[config.mk]
export PLATFORM = sky130hd
export DESIGN_NAME = ifq_fetch_ctrl
export DESIGN_NICKNAME = d
export VERILOG_FILES = /design/src/rtl/ifq_pkg.sv /design/src/rtl/ifq_dispatch_sel.sv /design/src/rtl/ifq_fetch_ctrl.sv
export SDC_FILE = /design/constraint.sdc
export NUM_CORES = 1
export LEC_CHECK = 0
export CAP_MARGIN = 20
export CORE_ASPECT_RATIO = 1.2
export CORE_MARGIN = 2
export CORE_UTILIZATION = 43
export CTS_BUF_LIST = sky130_fd_sc_hd__clkbuf_4 sky130_fd_sc_hd__clkbuf_8 sky130_fd_sc_hd__clkbuf_16
export DETAILED_ROUTE_END_ITERATION = 8
export HOLD_SLACK_MARGIN = 0.06
export PLACE_DENSITY = 0.84
export SYNTH_ARGS = -nofsm -noshare
export SYNTH_HDL_FRONTEND = slang
export SYNTH_SLANG_ARGS = --single-unit
[constraint.sdc]
create_clock -name clk -period 3.75 [get_ports clk]
set_input_delay 1.125 -clock clk [delete_from_list [all_inputs] [get_ports clk]]
set_output_delay 1.125 -clock clk [all_outputs]
set_load 0.03 [all_outputs]
[src/rtl/ifq_pkg.sv]
`default_nettype none
// ============================================================================
// Module   : ifq_pkg
// Purpose  : Shared types and default geometry for the instruction fetch
//            queue (IFQ) fetch sequencer.
//            - fetch_state_t : fetch FSM encoding (S_REQ, S_WAIT)
//            - LINE_BYTES, INST_BYTES, WPL, WIDX_W : default line geometry
//            The IFQ_* localparams supply default values for module parameters.
// Revision : 1.0 - initial release
// ============================================================================
package ifq_pkg;

    localparam int IFQ_LINE_W = 128;
    localparam int IFQ_INST_W = 32;
    localparam int IFQ_PC_W   = 32;

    localparam int LINE_BYTES = IFQ_LINE_W / 8;
    localparam int INST_BYTES = IFQ_INST_W / 8;
    localparam int WPL        = IFQ_LINE_W / IFQ_INST_W;
    localparam int WIDX_W     = $clog2(WPL);

    typedef enum logic [0:0] {
        S_REQ  = 1'b0,
        S_WAIT = 1'b1
    } fetch_state_t;

endpackage : ifq_pkg
`default_nettype wire

[src/rtl/ifq_dispatch_sel.sv]
`default_nettype none
// ============================================================================
// Module   : ifq_dispatch_sel
// Purpose  : Slices the IFQ head line into single instructions for decode.
//            Tracks the word index within the head line and the dispatch PC,
//            and pulls the head line once its last word has been accepted.
// Ports    : clk, rst                      - clock, sync active-high reset
//            redirect_valid, redirect_pc   - branch re-steer
//            buf_empty, buf_data_read      - buffer status / head line
//            dec_ready                     - decode accepts
//            inst_valid, inst, inst_pc     - instruction offered to decode
//            buf_pull                      - head line fully consumed
// Revision : 1.0 - initial release
// ============================================================================
module ifq_dispatch_sel
    import ifq_pkg::*;
#(
    parameter int              LINE_W   = IFQ_LINE_W,
    parameter int              INST_W   = IFQ_INST_W,
    parameter int              PC_W     = IFQ_PC_W,
    parameter logic [PC_W-1:0] RESET_PC = '0
) (
    input  logic              clk,
    input  logic              rst,
    input  logic              redirect_valid,
    input  logic [PC_W-1:0]   redirect_pc,
    input  logic              buf_empty,
    input  logic [LINE_W-1:0] buf_data_read,
    input  logic              dec_ready,
    output logic              inst_valid,
    output logic [INST_W-1:0] inst,
    output logic [PC_W-1:0]   inst_pc,
    output logic              buf_pull
);

    // Words per line must be a power of two and at least 2.
    localparam int c_wpl        = LINE_W / INST_W;
    localparam int c_widx_w     = $clog2(c_wpl);
    localparam int c_inst_bytes = INST_W / 8;
    localparam int c_ioff_w     = $clog2(c_inst_bytes);
    localparam logic [c_widx_w-1:0] c_last_word = c_widx_w'(c_wpl - 1);

    logic [c_widx_w-1:0] r_rd_word;
    logic [PC_W-1:0]     r_dispatch_pc;
    logic [INST_W-1:0]   w_words [c_wpl];
    logic                w_valid;
    logic                w_accept;
    logic                w_last_word;

    genvar gi;
    generate
        for (gi = 0; gi < c_wpl; gi++) begin : g_word_split
            assign w_words[gi] = buf_data_read[gi*INST_W +: INST_W];
        end
    endgenerate

    // A redirect cycle never offers an instruction: the head line is stale.
    assign w_valid     = !buf_empty && !redirect_valid;
    assign w_accept    = w_valid && dec_ready;
    assign w_last_word = (r_rd_word == c_last_word);

    // The word index is taken from the target PC so the first line after a
    // redirect starts at the target word, skipping the earlier ones.
    always_ff @(posedge clk) begin
        if (rst) begin
            r_rd_word     <= RESET_PC[c_ioff_w +: c_widx_w];
            r_dispatch_pc <= RESET_PC;
        end else if (redirect_valid) begin
            r_rd_word     <= redirect_pc[c_ioff_w +: c_widx_w];
            r_dispatch_pc <= redirect_pc;
        end else if (w_accept) begin
            r_rd_word     <= w_last_word ? '0 : r_rd_word + c_widx_w'(1);
            r_dispatch_pc <= r_dispatch_pc + PC_W'(c_inst_bytes);
        end
    end

    assign inst_valid = !rst && w_valid;
    assign inst       = rst ? '0 : w_words[r_rd_word];
    assign inst_pc    = rst ? '0 : r_dispatch_pc;
    assign buf_pull   = !rst && w_accept && w_last_word;

endmodule : ifq_dispatch_sel
`default_nettype wire

[src/rtl/ifq_fetch_ctrl.sv]
`default_nettype none
// ============================================================================
// Module   : ifq_fetch_ctrl
// Purpose  : IFQ fetch sequencer. Issues one line-aligned I-cache read at a
//            time, pushes returned lines into the IFQ line buffer, flushes
//            and re-steers on branch redirect, and dispatches instructions
//            through ifq_dispatch_sel.
// Ports    : clk, rst                                 - clock, sync reset
//            redirect_valid, redirect_pc              - branch re-steer
//            icache_rd_en, icache_addr, icache_abort  - I-cache request side
//            icache_dout_valid                        - line at buffer port
//            buf_push, buf_pull, buf_flush            - buffer strobes
//            buf_full, buf_empty, buf_data_read       - buffer status / head
//            inst_valid, inst, inst_pc, dec_ready     - decode handshake
//            perf_stall_full, perf_redirects          - only with macro
// Macro    : IFQ_PERF_CNT_EN - adds saturating full-stall and redirect counters
// Revision : 1.0 - initial release
// ============================================================================
module ifq_fetch_ctrl
    import ifq_pkg::*;
#(
    parameter int              LINE_W   = IFQ_LINE_W,
    parameter int              INST_W   = IFQ_INST_W,
    parameter int              PC_W     = IFQ_PC_W,
    parameter logic [PC_W-1:0] RESET_PC = '0
) (
    input  logic              clk,
    input  logic              rst,
    input  logic              redirect_valid,
    input  logic [PC_W-1:0]   redirect_pc,
    output logic              icache_rd_en,
    output logic [PC_W-1:0]   icache_addr,
    output logic              icache_abort,
    input  logic              icache_dout_valid,
    output logic              buf_push,
    output logic              buf_pull,
    output logic              buf_flush,
    input  logic              buf_full,
    input  logic              buf_empty,
    input  logic [LINE_W-1:0] buf_data_read,
    output logic              inst_valid,
    output logic [INST_W-1:0] inst,
    output logic [PC_W-1:0]   inst_pc,
    input  logic              dec_ready
`ifdef IFQ_PERF_CNT_EN
    ,
    output logic [31:0]       perf_stall_full,
    output logic [31:0]       perf_redirects
`endif
);

    localparam int              c_line_bytes = LINE_W / 8;
    localparam logic [PC_W-1:0] c_line_mask  = ~PC_W'(c_line_bytes - 1);

    fetch_state_t    r_state;
    logic [PC_W-1:0] r_fetch_pc;
    logic            w_req;
    logic            w_fill;

    // Requests are only made with room in the buffer, so a fill can never
    // overflow it even though the full flag is not re-checked at push time.
    assign w_req  = (r_state == S_REQ) && !buf_full && !redirect_valid;
    assign w_fill = (r_state == S_WAIT) && icache_dout_valid && !redirect_valid;

    always_ff @(posedge clk) begin
        if (rst) begin
            r_state    <= S_REQ;
            r_fetch_pc <= RESET_PC & c_line_mask;
        end else if (redirect_valid) begin
            // Any line arriving this cycle belongs to the old path and is dropped.
            r_state    <= S_REQ;
            r_fetch_pc <= redirect_pc & c_line_mask;
        end else begin
            case (r_state)
                S_REQ: begin
                    if (!buf_full) begin
                        r_state <= S_WAIT;
                    end
                end
                S_WAIT: begin
                    if (icache_dout_valid) begin
                        r_state    <= S_REQ;
                        r_fetch_pc <= r_fetch_pc + PC_W'(c_line_bytes);
                    end
                end
                default: r_state <= S_REQ;
            endcase
        end
    end

    assign icache_rd_en = !rst && w_req;
    assign icache_addr  = rst ? '0 : r_fetch_pc;
    assign icache_abort = !rst && redirect_valid && (r_state == S_WAIT);
    assign buf_push     = !rst && w_fill;
    assign buf_flush    = !rst && redirect_valid;

    ifq_dispatch_sel #(
        .LINE_W   (LINE_W),
        .INST_W   (INST_W),
        .PC_W     (PC_W),
        .RESET_PC (RESET_PC)
    ) u_dispatch (
        .clk            (clk),
        .rst            (rst),
        .redirect_valid (redirect_valid),
        .redirect_pc    (redirect_pc),
        .buf_empty      (buf_empty),
        .buf_data_read  (buf_data_read),
        .dec_ready      (dec_ready),
        .inst_valid     (inst_valid),
        .inst           (inst),
        .inst_pc        (inst_pc),
        .buf_pull       (buf_pull)
    );

`ifdef IFQ_PERF_CNT_EN
    logic [31:0] r_perf_stall;
    logic [31:0] r_perf_redir;

    always_ff @(posedge clk) begin
        if (rst) begin
            r_perf_stall <= '0;
            r_perf_redir <= '0;
        end else begin
            if ((r_state == S_REQ) && buf_full && (r_perf_stall != '1)) begin
                r_perf_stall <= r_perf_stall + 32'd1;
            end
            if (redirect_valid && (r_perf_redir != '1)) begin
                r_perf_redir <= r_perf_redir + 32'd1;
            end
        end
    end

    assign perf_stall_full = rst ? '0 : r_perf_stall;
    assign perf_redirects  = rst ? '0 : r_perf_redir;
`endif

endmodule : ifq_fetch_ctrl
`default_nettype wire

==> flow_metrics.tcl <==
set metrics [dict create \
    status "complete, no violations" \
    finalWorstSetupSlack_ps 119 \
    period_share_pct 96.8 \
    ys_ff_latch 63 \
    startpoint_type "primary input" \
    cp-endpoint "inst[14]" \
    drcViolationCount 0 \
    max-vdd-ir-drop_uv 277 \
    htree_levels 3 \
    tritoncts "done" \
    yosysTopAreaCell "dfxtp_1" \
    max-slew-margin-rel_pct 49.6 \
    dp_slack_ps 130 \
    crit_type "primary input to output pin" \
    finalHoldViolations 0 \
    min-delay-path-class "flop to flop" \
    wl_mm 20.3 \
    hold_start "u_dispatch.r_dispatch_pc[0]$_SDFFE_PP0P_" \
    rsz0062_at_grt "no" \
    diodes 0 \
    powerDensity_nw_per_um2 301 \
    p_int_mw 1.69 \
    cts_resized 0 \
    synth.area.top_cells "dfxtp_1 (26%), mux4_2 (15%), nor2b_1 (7.0%)" \
    maxCapViolations 0 \
    vias 5773 \
    dieHeight_um 121 \
    port_buffers 264 \
    synth_area_um2 4920 \
    setup_violations 0 \
    worstPathArrival_ps 2510 \
    drt_pass1_iterations 6 \
    grt-ovfl-total 0 \
    cp_max_fo 1 \
    grt_pass1_wl_mm 29.9 \
    critPathRequiredTime_ps 2620 \
    r2r_slack_ps 1490 \
    max_freq_mhz 275 \
    postPlaceCellArea_um2 7830 \
    dp_hpwl_mm 15.7 \
    fin_tns_setup_ps 0 \
    synth_ff_type "dfxtp_1" \
    fp.coreArea_um2 11100 \
    clk_pin_slew_ps 60 \
    fin_skew_ps 6.82 \
    synth_cells 565 \
    viasPerCell 5.97 \
    initial_utilization_pct 44.3 \
    grt_max_degree 45 \
    finalCriticalPeriod_ps 3630 \
    startpoint "buf_data_read[110]" \
    grt_pass1_vias 5606 \
    fin_total_pwr_mw 2.45 \
    cts_setup_buffers 0 \
    netlist_top_cells_count "dfxtp_1 (63), nor2b_1 (55), and2_1 (37)" \
    synth_most_common_cell "dfxtp_1" \
    switching_share_pct 30.7 \
    syn_area_per_cell_um2 8.70 \
    rows 42 \
    r2r_cells 4 \
    synth_top_area_share_pct 25.7 \
    ant_nets 0 \
    drt_iter0_drc 487 \
    die_x_um 102 \
    yosysUniqueCellTypes 47 \
    design_area_um2 8140 \
    cts_hold_buf 0 \
    synth_edf_count 0 \
    cts_buffers 9 \
    worstSkewPairLatency_ps 330 \
    io-pin-count 269 \
    synth-warning-count 0 \
    cts_sinks 63 \
    tightestPinTransition_ps 749 \
    place_congestion 0.927 \
    r2r-end "u_dispatch.r_dispatch_pc[23]$_SDFFE_PP0P_" \
    pwr-share-clk_pct 35.0 \
    antenna_found_initial 0 \
    final-max-slew-violation-count 0 \
    switchingPower_uw 752 \
    fin_nets 978 \
    leakage_nw 2.85 \
    pwr-share-comb_pct 33.1 \
    seqPwrFrac_pct 32.0 \
    wl_per_cell_um 21.0 \
    die_area_um2 12300 \
    cts-root-buf "clkbuf_16" \
    drive_gt1_share_pct 13.5 \
    cts_max_path_buffers 2 \
    async_flop_share_pct 0 \
    gr-usage-all-layers_pct 31.7 \
    endpoint_kind "output pin" \
    seq_area_frac_synth_pct 25.7 \
    rr_startpoint "u_dispatch.r_dispatch_pc[4]$_SDFFE_PP0P_" \
    synthToLayoutAreaGrowth_pct 65.5 \
]
==> layout by cell type, fill, tap and decap left out, drive strengths merged, types with 14 or more instances in the layout <==
| cell type | synthesis | final |
|---|---|---|
| nand3 | 20 | 20 |
| buf | 16 | 57 |
| nor4 | 16 | 16 |
| and2 | 37 | 37 |
| clkdlybuf4s50 | 0 | 222 |
| a31oi | 16 | 16 |
| nor2b | 55 | 55 |
| nand2 | 30 | 30 |
| o21a | 20 | 20 |
| nor2 | 18 | 18 |
| xor2 | 14 | 14 |
| mux4 | 32 | 32 |
| o21ai | 20 | 20 |
| a21boi | 14 | 14 |
| o31a | 24 | 24 |
| dfxtp | 63 | 63 |
| nand4 | 27 | 27 |
==> final cells by class <==
class                           instances  area [µm²]
Inverter                               11        41.3
Tap cell                              154         193
Fill cell                             801        2950
Clock buffer                           10         239
Sequential cell                        63        1260
Multi-Input combinational cell        444        3410
Clock inverter                          6        70.1
Timing Repair Buffer                  279        2920
==> logic make-up (layout without fill, tap and decap cells) <==
kind of cell             count (synthesis)  count (layout)  synth area share, %
AND/OR/NAND/NOR                        253             253                 30.7
adder cells (fa/ha/maj)                  3               3                0.764
AO/OA/AOI/OAI                          128             128                 18.5
XOR/XNOR                                21              21                 3.74
buffers and inverters                   61             306                 5.27
other                                    1               4               0.0763
multiplexers                            35              35                 15.3
flip-flops                              63              63                 25.7
==> worst min-delay path by stage <==
stage          slack [ps]  cells past startpoint                                       end
2_1_floorplan         450                      2  u_dispatch.r_dispatch_pc[0]$_SDFFE_PP0P_
3_3_place_gp          470                      2  u_dispatch.r_dispatch_pc[1]$_SDFFE_PP0P_
3_5_place_dp          480                      2  u_dispatch.r_dispatch_pc[0]$_SDFFE_PP0P_
4_1_cts               500                      2  u_dispatch.r_dispatch_pc[0]$_SDFFE_PP0P_
5_1_grt               540                      2  u_dispatch.r_dispatch_pc[0]$_SDFFE_PP0P_
6_report              500                      2  u_dispatch.r_dispatch_pc[0]$_SDFFE_PP0P_
==> through the flow <==
stage / util, % / hold slack, ps / instances
floorplan: - / 452 / 568
global placement: 70.6 / 473 / 951
detailed placement: 70.6 / 483 / 951
CTS: 73.4 / 499 / 967
global route: 73.4 / 541 / 967
finish: 73.4 / 500 / 967
==> flip-flops by register name (all words and copies together), names as in the netlist <==
| register | flops |
|---|---|
| u_dispatch.r_dispatch_pc | 32 |
| r_fetch_pc | 28 |
| u_dispatch.r_rd_word | 2 |
| r_state | 1 |
==> power groups by stage <==
stage / Sequential [mW] / Clock (mW) / Combinational [mW]
3_5_place_dp: 0.793 / 0 / 0.802
3_3_place_gp: 0.790 / 0 / 0.792
2_1_floorplan: 0.771 / 0 / 0.401
6_report: 0.783 / 0.855 / 0.809
4_1_cts: 0.779 / 0.854 / 0.808
5_1_grt: 0.790 / 0.882 / 0.849
==> critical path, cell delays in order <==
cell,delay [ps]
clkdlybuf4s50_1,480
mux4_2,490
and2_1,240
buf_12,160
==> metal layers <==
| metal | vias up | part of all wire [%] | wire length [µm] | GRT usage, % |
|---|---|---|---|---|
| met4 | 0 | 5.7 | 1160 | 18.2 |
| met3 | 65 | 9.9 | 2010 | 6.97 |
| met2 | 353 | 49 | 9990 | 54.3 |
| li1 | 2640 | - | - | - |
| met1 | 2715 | 35 | 7170 | 35.7 |
| met5 | - | 0 | 0 | 0.905 |
Note: power is estimated with default switching activity, not from simulation.
==> variant (same flow settings) <==
The package constant `IFQ_INST_W` goes from 32 to 16.
--- a/src/rtl/ifq_pkg.sv
+++ b/src/rtl/ifq_pkg.sv
@@ -11,7 +11,7 @@
 package ifq_pkg;
 
     localparam int IFQ_LINE_W = 128;
-    localparam int IFQ_INST_W = 32;
+    localparam int IFQ_INST_W = 16;
     localparam int IFQ_PC_W   = 32;
 
     localparam int LINE_BYTES = IFQ_LINE_W / 8;
Ports: changed (resized inst); port bits go from 269 to 253. The function was not compared with the original's and may differ.
==> variant against the original RTL <==
Routed wire length is 1.2% lower. Highest routed layer is now met5. Critical path type unchanged. Clock skew fell by 1.3 ps. Via count increased by 5.0%. Utilization fell by 4.1 points. Sequential cell count rose by 1. Clock power up 0.5%. Final area decreased by 0.54%. First-iteration DRC count grew 22%. Largest power group unchanged. Total power is 2.1% lower. Area after synthesis grew 5.3%. Worst setup slack worse by 100 ps.
==> variant: results (changes against the original RTL) <==
** Finish
- The number of nets in the finished design is 1020 (+4.3%).
- Largest regs :: u_dispatch.r_dispatch_pc (32), r_fetch_pc (28), u_dispatch.r_rd_word (3)
- Ratio of cells with drive above 1 in the final layout :: 0.145 (+0.00990)
- The final-layout fill cell count came to 924 (+15%).

** STA
- Headroom to the max-slew limit :: 0.567 (+0.0711)
- The worst hold slack after final layout came to 494 ps (-6.73 ps).
- The final setup skew is 5.50 ps (-1.32 ps).

** Global route
- The total global-route track usage is 0.299 (-0.0180).
- Global routing usage on met1 :: 0.331 (-0.0265)
- The initial antenna violation count came to 1 (+1).
- Pin count of the biggest net entering global routing :: 63 (+40%)
- Number of global-route vias before repair :: 5948 (+6.1%)
- Wire length of the first global-routing pass :: 30.6 mm (+2.1%)
- GRT met2 Usage :: 0.545 (+0.00174)

** Place
- The worst slack at placement is -433 ps (-563 ps).
- The routability congestion estimate came to 0.902 (-2.7%).
- The post-detailed-placement half-perimeter wirelength came to 16.1 mm (+2.4%).
- The number of I/O port buffers was 248 (-6.1%).

** Detailed routing
- The routed via count divided by cell count came to 5.99 (+0.39%).
- The detailed router's first-iteration violation count is 594 (+22%).
- Routed wirelength normalized by instance count :: 19.9 microns (-5.5%)
- Detailed-routing iteration count for the pre-antenna-repair pass :: 5 (-1)

** Power and ir drop
- The peak supply drop came to 212 uV (-23%).

** Yosys
- Ranked by instance count, the synthesized netlist is headed by sky130_fd_sc_hd__dfxtp_1, sky130_fd_sc_hd__nor2b_1, sky130_fd_sc_hd__nor2_1.
- Share of synthesized area occupied by flip-flops and latches :: 0.247 (-0.00915)
- Yosys cell types :: 53 (+13%)
- Top area cells in the synthesized netlist :: sky130_fd_sc_hd__dfxtp_1, sky130_fd_sc_hd__mux4_2, sky130_fd_sc_hd__nor2b_1

** Worst setup path
- Crit path DAT :: 2610 ps (+100 ps)
- Setup slack, reg-to-reg :: 1350 ps (-140 ps)
- The worst reg2reg path depth is 4 (unchanged).
- R2r endpoint :: u_dispatch.r_dispatch_pc[27]$_SDFFE_PP0P_
- The maximum cell stage delay along the critical path is 470 ps (-20 ps).

** Run status
- Outcome :: finished clean
==> variant: report_power, final <==
part	switching [uW]	leakage [uW]	internal (uW)
combinational	339	0.00225	398
clock	325	0.000145	534
sequential	69.8	0.000532	729
total	734	0.00293	1660
==> variant: logic make-up (layout without fill, tap and decap cells) <==
logic type / Yosys count / count (layout) / share of synthesized area
AO/OA/AOI/OAI: 119 / 119 / 0.164
adder cells (fa/ha/maj): 4 / 4 / 0.00966
AND/OR/NAND/NOR: 280 / 280 / 0.308
buffers and inverters: 75 / 310 / 0.0580
multiplexers: 50 / 50 / 0.174
XOR/XNOR: 23 / 23 / 0.0389
flip-flops: 64 / 64 / 0.247
other: 1 / 4 / 0.000724
==> variant: area by class of cell <==
class | count | area [sq um] | area share
repair buffers | 269 | 2590 | 0.320
well taps | 157 | 196 | 0.0243
multi-input cells | 480 | 3620 | 0.448
clock buffers | 10 | 239 | 0.0295
inverters | 25 | 93.8 | 0.0116
clock inverters | 6 | 67.6 | 0.00835
flip-flops and latches | 64 | 1280 | 0.158
==> variant: per-stage QoR <==
| step | instances | cell area (sq um) |
|---|---|---|
| floorplan | 619 | 5190 |
| global placement | 995 | 7800 |
| detailed placement | 995 | 7800 |
| CTS | 1011 | 8090 |
| global route | 1011 | 8090 |
| finish | 1011 | 8090 |
==> variant: worst max-delay path by stage <==
stage	startpoint	endpoint	slack [ps]	cells after the start
after floorplan	redirect_valid	icache_abort	150	5
after global placement	buf_data_read[97]	inst[1]	-440	5
after detailed placement	buf_data_read[65]	inst[1]	-430	5
after CTS	buf_data_read[97]	inst[1]	-70	5
after global routing	buf_data_read[101]	inst[5]	2	5
final	buf_data_read[89]	inst[9]	20	5
==> variant: what timing repair did <==
action | 4_1_cts | 5_1_grt
setup endpoints to repair | 13 | 7
hold buffers | 0 | 0
gates resized for setup | 19 | 13
==> variant: routing by layer <==
layer	share of wire	wire length, microns
met1	0.36	7180
met2	0.51	10300
met3	0.093	1860
met4	0.038	753
met5	0.00065	13
==> variant: critical path: cells and delay by family <==
family / cells / cell delay [ps]
buf+inv: 2 / 780
mux: 2 / 620
simple gates: 1 / 70
